### config.mk
export PLATFORM = sky130hd
export DESIGN_NAME = checkpt_alloc
export DESIGN_NICKNAME = d
export VERILOG_FILES = /design/src/rtl/checkpt_alloc.sv
export SDC_FILE = /design/constraint.sdc
export NUM_CORES = 1
export LEC_CHECK = 0
export ABC_AREA = 1
export BUFFER_PORTS_ARGS = -buffer_cell sky130_fd_sc_hd__buf_2
export CAP_MARGIN = 20
export CORE_AREA = 8 8 146 148
export DETAILED_ROUTE_END_ITERATION = 10
export DIE_AREA = 0 0 154 156
export PLACE_DENSITY = 0.68
export SLEW_MARGIN = 20
export SYNTH_ARGS = -nofsm -noshare
export SYNTH_HDL_FRONTEND = slang
export SYNTH_SLANG_ARGS = --single-unit
### constraint.sdc
create_clock -name clk -period 7.9 [get_ports clk]
set_input_delay 1.185 -clock clk [delete_from_list [all_inputs] [get_ports clk]]
set_output_delay 1.185 -clock clk [all_outputs]
set_load 0.005 [all_outputs]
### src/rtl/checkpt_alloc.sv
// Branch checkpoint allocator: hands out checkpoints in program order from a
// circular window, reclaims resolved ones from the oldest end, and restores on mispredict.
module checkpt_alloc #(
  parameter int NCHECKPT = 16
) (
  input  logic       clk,
  input  logic       rst_n,
  input  logic       flush,
  input  logic       alloc_req,
  input  logic [5:0] alloc_rob,
  output logic       alloc_rdy,
  output logic [3:0] alloc_ndx,
  input  logic       resolve_v,
  input  logic [3:0] resolve_ndx,
  input  logic       resolve_mispred,
  output logic       restore_v,
  output logic [3:0] restore_ndx,
  output logic [5:0] restore_rob,
  output logic       free_v,
  output logic [3:0] free_ndx,
  output logic [4:0] count,
  output logic       err
);

  logic [NCHECKPT-1:0] valid_q, valid_d, resolved_q, resolved_d;
  logic [5:0]          rob_q [NCHECKPT];
  logic [3:0]          head_q, head_d, tail_q, tail_d;
  logic [4:0]          count_q, count_d;
  logic                err_q, err_d;
  logic                restore_v_q, free_v_q;
  logic [3:0]          restore_ndx_q, free_ndx_q;
  logic [5:0]          restore_rob_q;
  logic                alloc_fire, res_ok, res_bad, correct, mispred, reclaim;

  // Distance of an entry from the oldest live checkpoint, modulo the ring size.
  function automatic logic [3:0] age(input logic [3:0] ndx, input logic [3:0] base);
    return ndx - base;
  endfunction

  assign alloc_rdy  = (count_q != 5'(NCHECKPT)) & ~flush;
  assign alloc_fire = alloc_req & alloc_rdy;
  assign res_ok     = resolve_v & valid_q[resolve_ndx] & ~resolved_q[resolve_ndx];
  assign res_bad    = resolve_v & ~(valid_q[resolve_ndx] & ~resolved_q[resolve_ndx]);
  assign correct    = res_ok & ~resolve_mispred;
  assign mispred    = res_ok & resolve_mispred;
  assign reclaim    = valid_q[head_q] & resolved_q[head_q];

  always_comb begin
    head_d     = head_q;
    tail_d     = tail_q;
    count_d    = count_q;
    valid_d    = valid_q;
    resolved_d = resolved_q;
    err_d      = err_q | res_bad;
    if (flush) begin
      head_d     = '0;
      tail_d     = '0;
      count_d    = '0;
      valid_d    = '0;
      resolved_d = '0;
    end else begin
      if (reclaim) begin
        valid_d[head_q] = 1'b0;
        head_d          = head_q + 4'd1;
      end
      if (correct) resolved_d[resolve_ndx] = 1'b1;
      if (mispred) begin
        // The mispredicted entry and everything younger leave the window;
        // a same-cycle allocation is the youngest of all, so it is dropped too.
        for (int i = 0; i < NCHECKPT; i++) begin
          if (valid_q[i] && (age(4'(i), head_q) >= age(resolve_ndx, head_q)))
            valid_d[i] = 1'b0;
        end
        tail_d  = resolve_ndx;
        count_d = {1'b0, age(resolve_ndx, head_d)};
      end else if (alloc_fire) begin
        valid_d[tail_q]    = 1'b1;
        resolved_d[tail_q] = 1'b0;
        tail_d             = tail_q + 4'd1;
        count_d            = count_q + 5'd1 - {4'd0, reclaim};
      end else begin
        count_d = count_q - {4'd0, reclaim};
      end
    end
  end

  always_ff @(posedge clk or negedge rst_n) begin
    if (!rst_n) begin
      valid_q       <= '0;
      resolved_q    <= '0;
      head_q        <= '0;
      tail_q        <= '0;
      count_q       <= '0;
      err_q         <= 1'b0;
      restore_v_q   <= 1'b0;
      restore_ndx_q <= '0;
      restore_rob_q <= '0;
      free_v_q      <= 1'b0;
      free_ndx_q    <= '0;
      for (int i = 0; i < NCHECKPT; i++) rob_q[i] <= '0;
    end else begin
      valid_q    <= valid_d;
      resolved_q <= resolved_d;
      head_q     <= head_d;
      tail_q     <= tail_d;
      count_q    <= count_d;
      err_q      <= err_d;
      if (flush) begin
        restore_v_q   <= 1'b0;
        restore_ndx_q <= '0;
        restore_rob_q <= '0;
        free_v_q      <= 1'b0;
        free_ndx_q    <= '0;
      end else begin
        restore_v_q <= mispred;
        free_v_q    <= reclaim;
        if (mispred) begin
          restore_ndx_q <= resolve_ndx;
          restore_rob_q <= rob_q[resolve_ndx];
        end
        if (reclaim) free_ndx_q <= head_q;
        if (alloc_fire && !mispred) rob_q[tail_q] <= alloc_rob;
      end
    end
  end

  assign alloc_ndx   = tail_q;
  assign restore_v   = restore_v_q;
  assign restore_ndx = restore_ndx_q;
  assign restore_rob = restore_rob_q;
  assign free_v      = free_v_q;
  assign free_ndx    = free_ndx_q;
  assign count       = count_q;
  assign err         = err_q;

endmodule

==> impl_metrics.env, run 1 <==
export IMPL_fin_crit_sh_pct=59.44
export IMPL_die_w_um=154
export IMPL_drive_gt1_share_pct=9.313
export IMPL_synth_edff_count=0
export IMPL_status="complete, no violations"
export IMPL_syn_num_nets=1322
export IMPL_cts_made_buffers=17
export IMPL_crit_path_end_kind="register"
export IMPL_synth_area_per_cell_um2=7.734
export IMPL_fmax_ghz=0.2130
export IMPL_grt_pass1_vias=8147
export IMPL_vias=8477
export IMPL_yosysSeqAreaShare_pct=40.77
export IMPL_io_pins=43
export IMPL_yosysUniqueCellTypes=34
export IMPL_portBuffers=42
export IMPL_viasPerCell=5.633
export IMPL_ys_top_cells_by_area="dfrtp_1 (41%), nand2_1 (14%), nand3_1 (7.0%), ha_1 (6.5%), o21ai_0 (6.4%)"
export IMPL_yosysMostFrequentCell="nand2_1"
export IMPL_antenna_found_initial=0
export IMPL_gp_congestion=0.8947
export IMPL_cts_root_buf="clkbuf_16"
export IMPL_die_area_mm2=0.02402
export IMPL_die_h_um=156
export IMPL_routedWlPerCell_um=17.12
export IMPL_dr_first_iter_drc_count=686
export IMPL_ys_flop_type="dfrtp_1"
export IMPL_antenna_cells=0
export IMPL_period_minus_slack_ns=4.696
export IMPL_synth_commonest_cells="nand2_1 (374), dfrtp_1 (158), nand3_1 (136)"
export IMPL_synth_cells=1254
export IMPL_power_density_mw_per_mm2=266.2
export IMPL_yosysTopAreaCell="dfrtp_1"
export IMPL_grtUsageTotal_pct=22.23
export IMPL_leakagePower_nw=5.118
export IMPL_whs_ns=0.4865
export IMPL_hold_path_class="reg -> reg"
export IMPL_grt_remaining_overflow=0
export IMPL_core_area_mm2=0.01908
export IMPL_post_cts_buffers=0
export IMPL_cts_tree="built"
export IMPL_top_usage_layer="met2"
export IMPL_critPathMaxFanout=48
export IMPL_synthesis_area_mm2=0.009698
export IMPL_fillers=1789
export IMPL_grt_max_degree=93
export IMPL_worst_pin_slew_ns=1.084
export IMPL_clkLatencyLatePin_ns=0.43
export IMPL_grt_pass1_wl_um=43060
export IMPL_maxSlewViolCount=0
export IMPL_drt_pass1_iterations=5
export IMPL_hold_violations=0
export IMPL_drc=0
export IMPL_ys_warn_count=0
export IMPL_stdcell_area_mm2=0.01035
export IMPL_drt_wl_total_um=25770
export IMPL_htreeDepth=4
export IMPL_tns_ns=0
export IMPL_initial_utilization_pct=50.83
export IMPL_cts_buffer_depth=2
export IMPL_async_flop_share_pct=100.0
export IMPL_use_met2_pct=37.15
export IMPL_dpl_cell_area_mm2=0.009813
export IMPL_vdd_drop_max_v=0.0001725
export IMPL_dp_hpwl_um=17280
export IMPL_final_nets=1322
export IMPL_cp_arrival_ns=4.98
export IMPL_critPathKind="in -> reg"
export IMPL_cp_start_kind="input pin"
export IMPL_clkTransAtPathRegs_ns=0.06
export IMPL_layoutNonFillerInstCount=1505
export IMPL_cts_resized_gates=0
export IMPL_ys_seq_elements=158
export IMPL_rsz0062_at_grt="false"
export IMPL_placed_cells=1473
export IMPL_cp_data_required_time_ns=8.19
export IMPL_total_power_mw=2.756
export IMPL_use_met3_pct=3.352
export IMPL_setup_viol=0
export IMPL_yosysTopAreaCellShare_pct=40.77
export IMPL_maxSlewHeadroom_pct=27.57
export IMPL_cts_sinks=158
export IMPL_ant_nets=0
export IMPL_use_met1_pct=28.83
export IMPL_drv_cap=0
export IMPL_skew_ns=0.008618
export IMPL_cts_hold_buf=0
export IMPL_fp_row_count=51
export IMPL_syn_to_final_growth_pct=6.773
## area by class of cell
class                      count  area [um2]  share of cell area, %
multi-input combinational    942        4962                  47.92
clock buffer                  19       432.9                  4.181
timing repair buffer          51       284.0                  2.743
sequential                   158        3954                  38.18
tap                          238       297.8                  2.876
inverter                      84       315.3                  3.045
clock inverter                13       108.9                  1.051
## path summary, 6_finish.rpt
path                       slack [ns]  cells past startpoint         end            from
setup reg to reg                 3.82                     18    count[3]       head_q[1]
min in group asynchronous        0.80                      1  valid_q[9]           rst_n
hold reg to reg                  0.49                      2   rob_q[50]       rob_q[50]
max in group asynchronous        5.75                      2    rob_q[0]           rst_n
setup / recovery                 3.20                     13   rob_q[93]  resolve_ndx[0]
hold / removal                   0.49                      2   rob_q[50]       rob_q[50]
## state kept, by name (all words and copies together) (netlist names)
register and cells:
free_ndx 4, head_q 4, alloc_ndx 4, free_v 1, restore_rob 6, restore_v 1, resolved_q 16, err 1
rob_q 96, restore_ndx 4, count 5, valid_q 16
## routing by layer
| layer | wire length (um) | part of all wire, % | vias up |
|---|---|---|---|
| met5 | 0 | 0 | - |
| met4 | 584 | 2.3 | 0 |
| met3 | 1549 | 6.0 | 46 |
| met2 | 12350 | 48 | 285 |
| met1 | 11290 | 44 | 4022 |
| li1 | - | - | 4124 |
## cells by family (layout without fill, tap and decap cells)
logic type               Yosys count  after routing  share of synthesized area, %
AO/OA/AOI/OAI                    214            214                         11.84
adder cells (fa/ha/maj)           52             52                         6.864
buffers and inverters            154            167                         8.115
flip-flops                       158            158                         40.77
AND/OR/NAND/NOR                  658            658                         30.78
XOR/XNOR                          18             18                         1.626
## worst max-delay path, stage by stage
cell,delay (ns)
buf_2,0.08
buf_4,0.47
inv_2,0.52
nand2_1,0.17
nand2_1,0.06
nand2_1,0.05
nand2_1,0.06
nand2_1,0.10
nand2_1,0.14
nor2_8,0.27
nand4_4,0.86
nand3_1,0.77
o21ai_0,0.14
## power breakdown
group          internal, mW  switching (mW)  total (mW)
Sequential            0.928          0.0862        1.01
Combinational         0.348           0.632       0.980
Clock                 0.409           0.353       0.762
## cells in the final DEF, fill, tap and decap left out, drive strengths merged, types with 2 or more instances in the layout
master      n
fa          2
inv        89
a21oi      35
xor2       11
buf        51
nand2     376
a22oi      24
nor2      106
nand4      21
o21ai     147
clkinv      5
dfrtp     158
clkbuf     19
clkinvlp    3
or2         3
nand3     152
ha         50
a31oi       6
xnor2       7
## stage by stage
step           utilization [%]  setup WS, ns
3_3_place_gp             51.43         2.924
5_1_grt                  54.27         2.897
6_report                 54.27         3.204
3_5_place_dp             51.43         2.842
2_1_floorplan                -         4.174
4_1_cts                  54.27         3.306
No activity file was read; power rests on OpenSTA's default activity.
==> inputs of run 2 (changes only) <==
Settings changed: PLACE_DENSITY 0.68 to 0.71.
Clock period 7.9 ns to 3.9 ns, I/O delays scaled along.
==> impl_metrics.env, run 2 (synthesis gave the netlist of run 1 again) <==
export IMPL_hold_path_class="in -> async"
export IMPL_skew_ns=0.009077
export IMPL_tns_ns=0
export IMPL_die_w_um=154
export IMPL_grt_pass1_wl_um=43460
export IMPL_syn_to_final_growth_pct=8.708
export IMPL_clkTransAtPathRegs_ns=0.07
export IMPL_critPathKind="reg -> reg"
export IMPL_htreeDepth=4
export IMPL_drt_pass1_iterations=8
export IMPL_grt_pass1_vias=8409
export IMPL_layoutNonFillerInstCount=1520
export IMPL_critPathMaxFanout=12
export IMPL_top_regs="rob_q: 96 flops, resolved_q: 16 flops, valid_q: 16 flops"
export IMPL_crit_path_end_kind="register"
export IMPL_cp_arrival_ns=3.79
export IMPL_worst_pin_slew_ns=0.9604
export IMPL_most_common_layout_cells="nand2_1 (374), dfrtp_1 (158), nand3_1 (136)"
export IMPL_core_area_mm2=0.01908
export IMPL_maxSlewHeadroom_pct=35.97
export IMPL_antenna_cells=0
export IMPL_largest_reg_flops=96
export IMPL_stdcell_area_mm2=0.01054
export IMPL_routedWlPerCell_um=17.17
export IMPL_io_pins=43
export IMPL_dpl_cell_area_mm2=0.009938
export IMPL_vias=8563
export IMPL_setup_viol=0
export IMPL_cts_made_buffers=17
export IMPL_fp_row_count=51
export IMPL_dr_first_iter_drc_count=734
export IMPL_cts_hold_buf=0
export IMPL_cts_sinks=158
export IMPL_drt_wl_total_um=26100
export IMPL_ant_nets=0
export IMPL_gp_congestion=0.8869
export IMPL_failed_checks="design-rule violations"
export IMPL_fmax_ghz=0.2892
export IMPL_fin_crit_sh_pct=88.67
export IMPL_grt_max_degree=159
export IMPL_grt_remaining_overflow=0
export IMPL_grtUsageTotal_pct=22.49
export IMPL_cp_start_kind="register"
export IMPL_total_power_mw=5.791
export IMPL_portBuffers=42
export IMPL_fin_util_pct=55.26
export IMPL_viasPerCell=5.634
export IMPL_maxSlewViolCount=0
export IMPL_final_common_cell="nand2_1"
export IMPL_die_area_mm2=0.02402
export IMPL_cts_resized_gates=0
export IMPL_drc=1
export IMPL_post_cts_buffers=0
export IMPL_cts_tree="built"
export IMPL_dp_slack_ns=0.4433
export IMPL_drive_gt1_share_pct=10.53
export IMPL_antenna_found_initial=0
export IMPL_leakagePower_nw=5.229
export IMPL_power_density_mw_per_mm2=549.3
export IMPL_drv_cap=0
export IMPL_rsz0062_at_grt="false"
export IMPL_final_nets=1337
export IMPL_dp_hpwl_um=17650
export IMPL_clkLatencyLatePin_ns=0.44
export IMPL_die_h_um=156
export IMPL_regMostFlops="rob_q"
export IMPL_cts_root_buf="clkbuf_16"
export IMPL_fin_ws_ns=0.4419
export IMPL_cp_data_required_time_ns=4.23
export IMPL_vdd_drop_max_v=0.0003504
export IMPL_period_minus_slack_ns=3.458
export IMPL_placed_cells=1488
export IMPL_status="finished with violations"
export IMPL_initial_utilization_pct=50.83
export IMPL_cts_buffer_depth=2
export IMPL_hold_violations=0
export IMPL_whs_ns=0.2083
==> run 2: final cells by class <==
type	instances	area (um2)
clock buffer	17	425.4
clock inverter	15	178.9
fill	1780	8537
inverter	84	315.3
multi-input combinational	942	4962
sequential	158	3954
tap	238	297.8
timing repair buffer	66	409.1
==> run 2: worst paths after layout <==
check | to | cells after the start | start | slack [ns]
worst min-delay path | resolved_q[6] | 2 | rst_n | 0.21
max in group asynchronous | valid_q[10] | 2 | rst_n | 2.94
min in group clk | err | 2 | resolve_v | 0.43
worst max register to register | count[3] | 16 | head_q[2] | 0.44
worst max-delay path | count[3] | 16 | head_q[2] | 0.44
worst min register to register | err | 1 | err | 0.46
==> run 2: power breakdown <==
| part | switching [mW] | internal, mW | leakage, nW |
|---|---|---|---|
| Clock | 0.749 | 0.967 | 0.293 |
| Combinational | 1.29 | 0.732 | 2.78 |
| Sequential | 0.174 | 1.88 | 2.15 |
==> run 2: layer usage <==
layer  global-route usage (%)  part of all wire (%)  vias up
met3                    3.989                   6.1       45
met4                    8.866                   2.4        0
li1                         -                     -     4157
met5                        0                     0        -
met1                    28.52                    44     4067
met2                    37.55                    48      294
==> run 2: worst max-delay path, stage by stage (launching register included) <==
cell     delay, ns
dfrtp_1       0.62
inv_1         0.32
a21oi_1       0.19
nand2_1       0.08
nand3_1       0.17
nand2_1       0.29
o21ai_0       0.43
inv_1         0.11
ha_1          0.29
nand2_1       0.05
o21ai_0       0.21
xor2_1        0.21
inv_1         0.06
nand4_1       0.10
nand3_1       0.10
nand2_1       0.09
inv_1         0.03
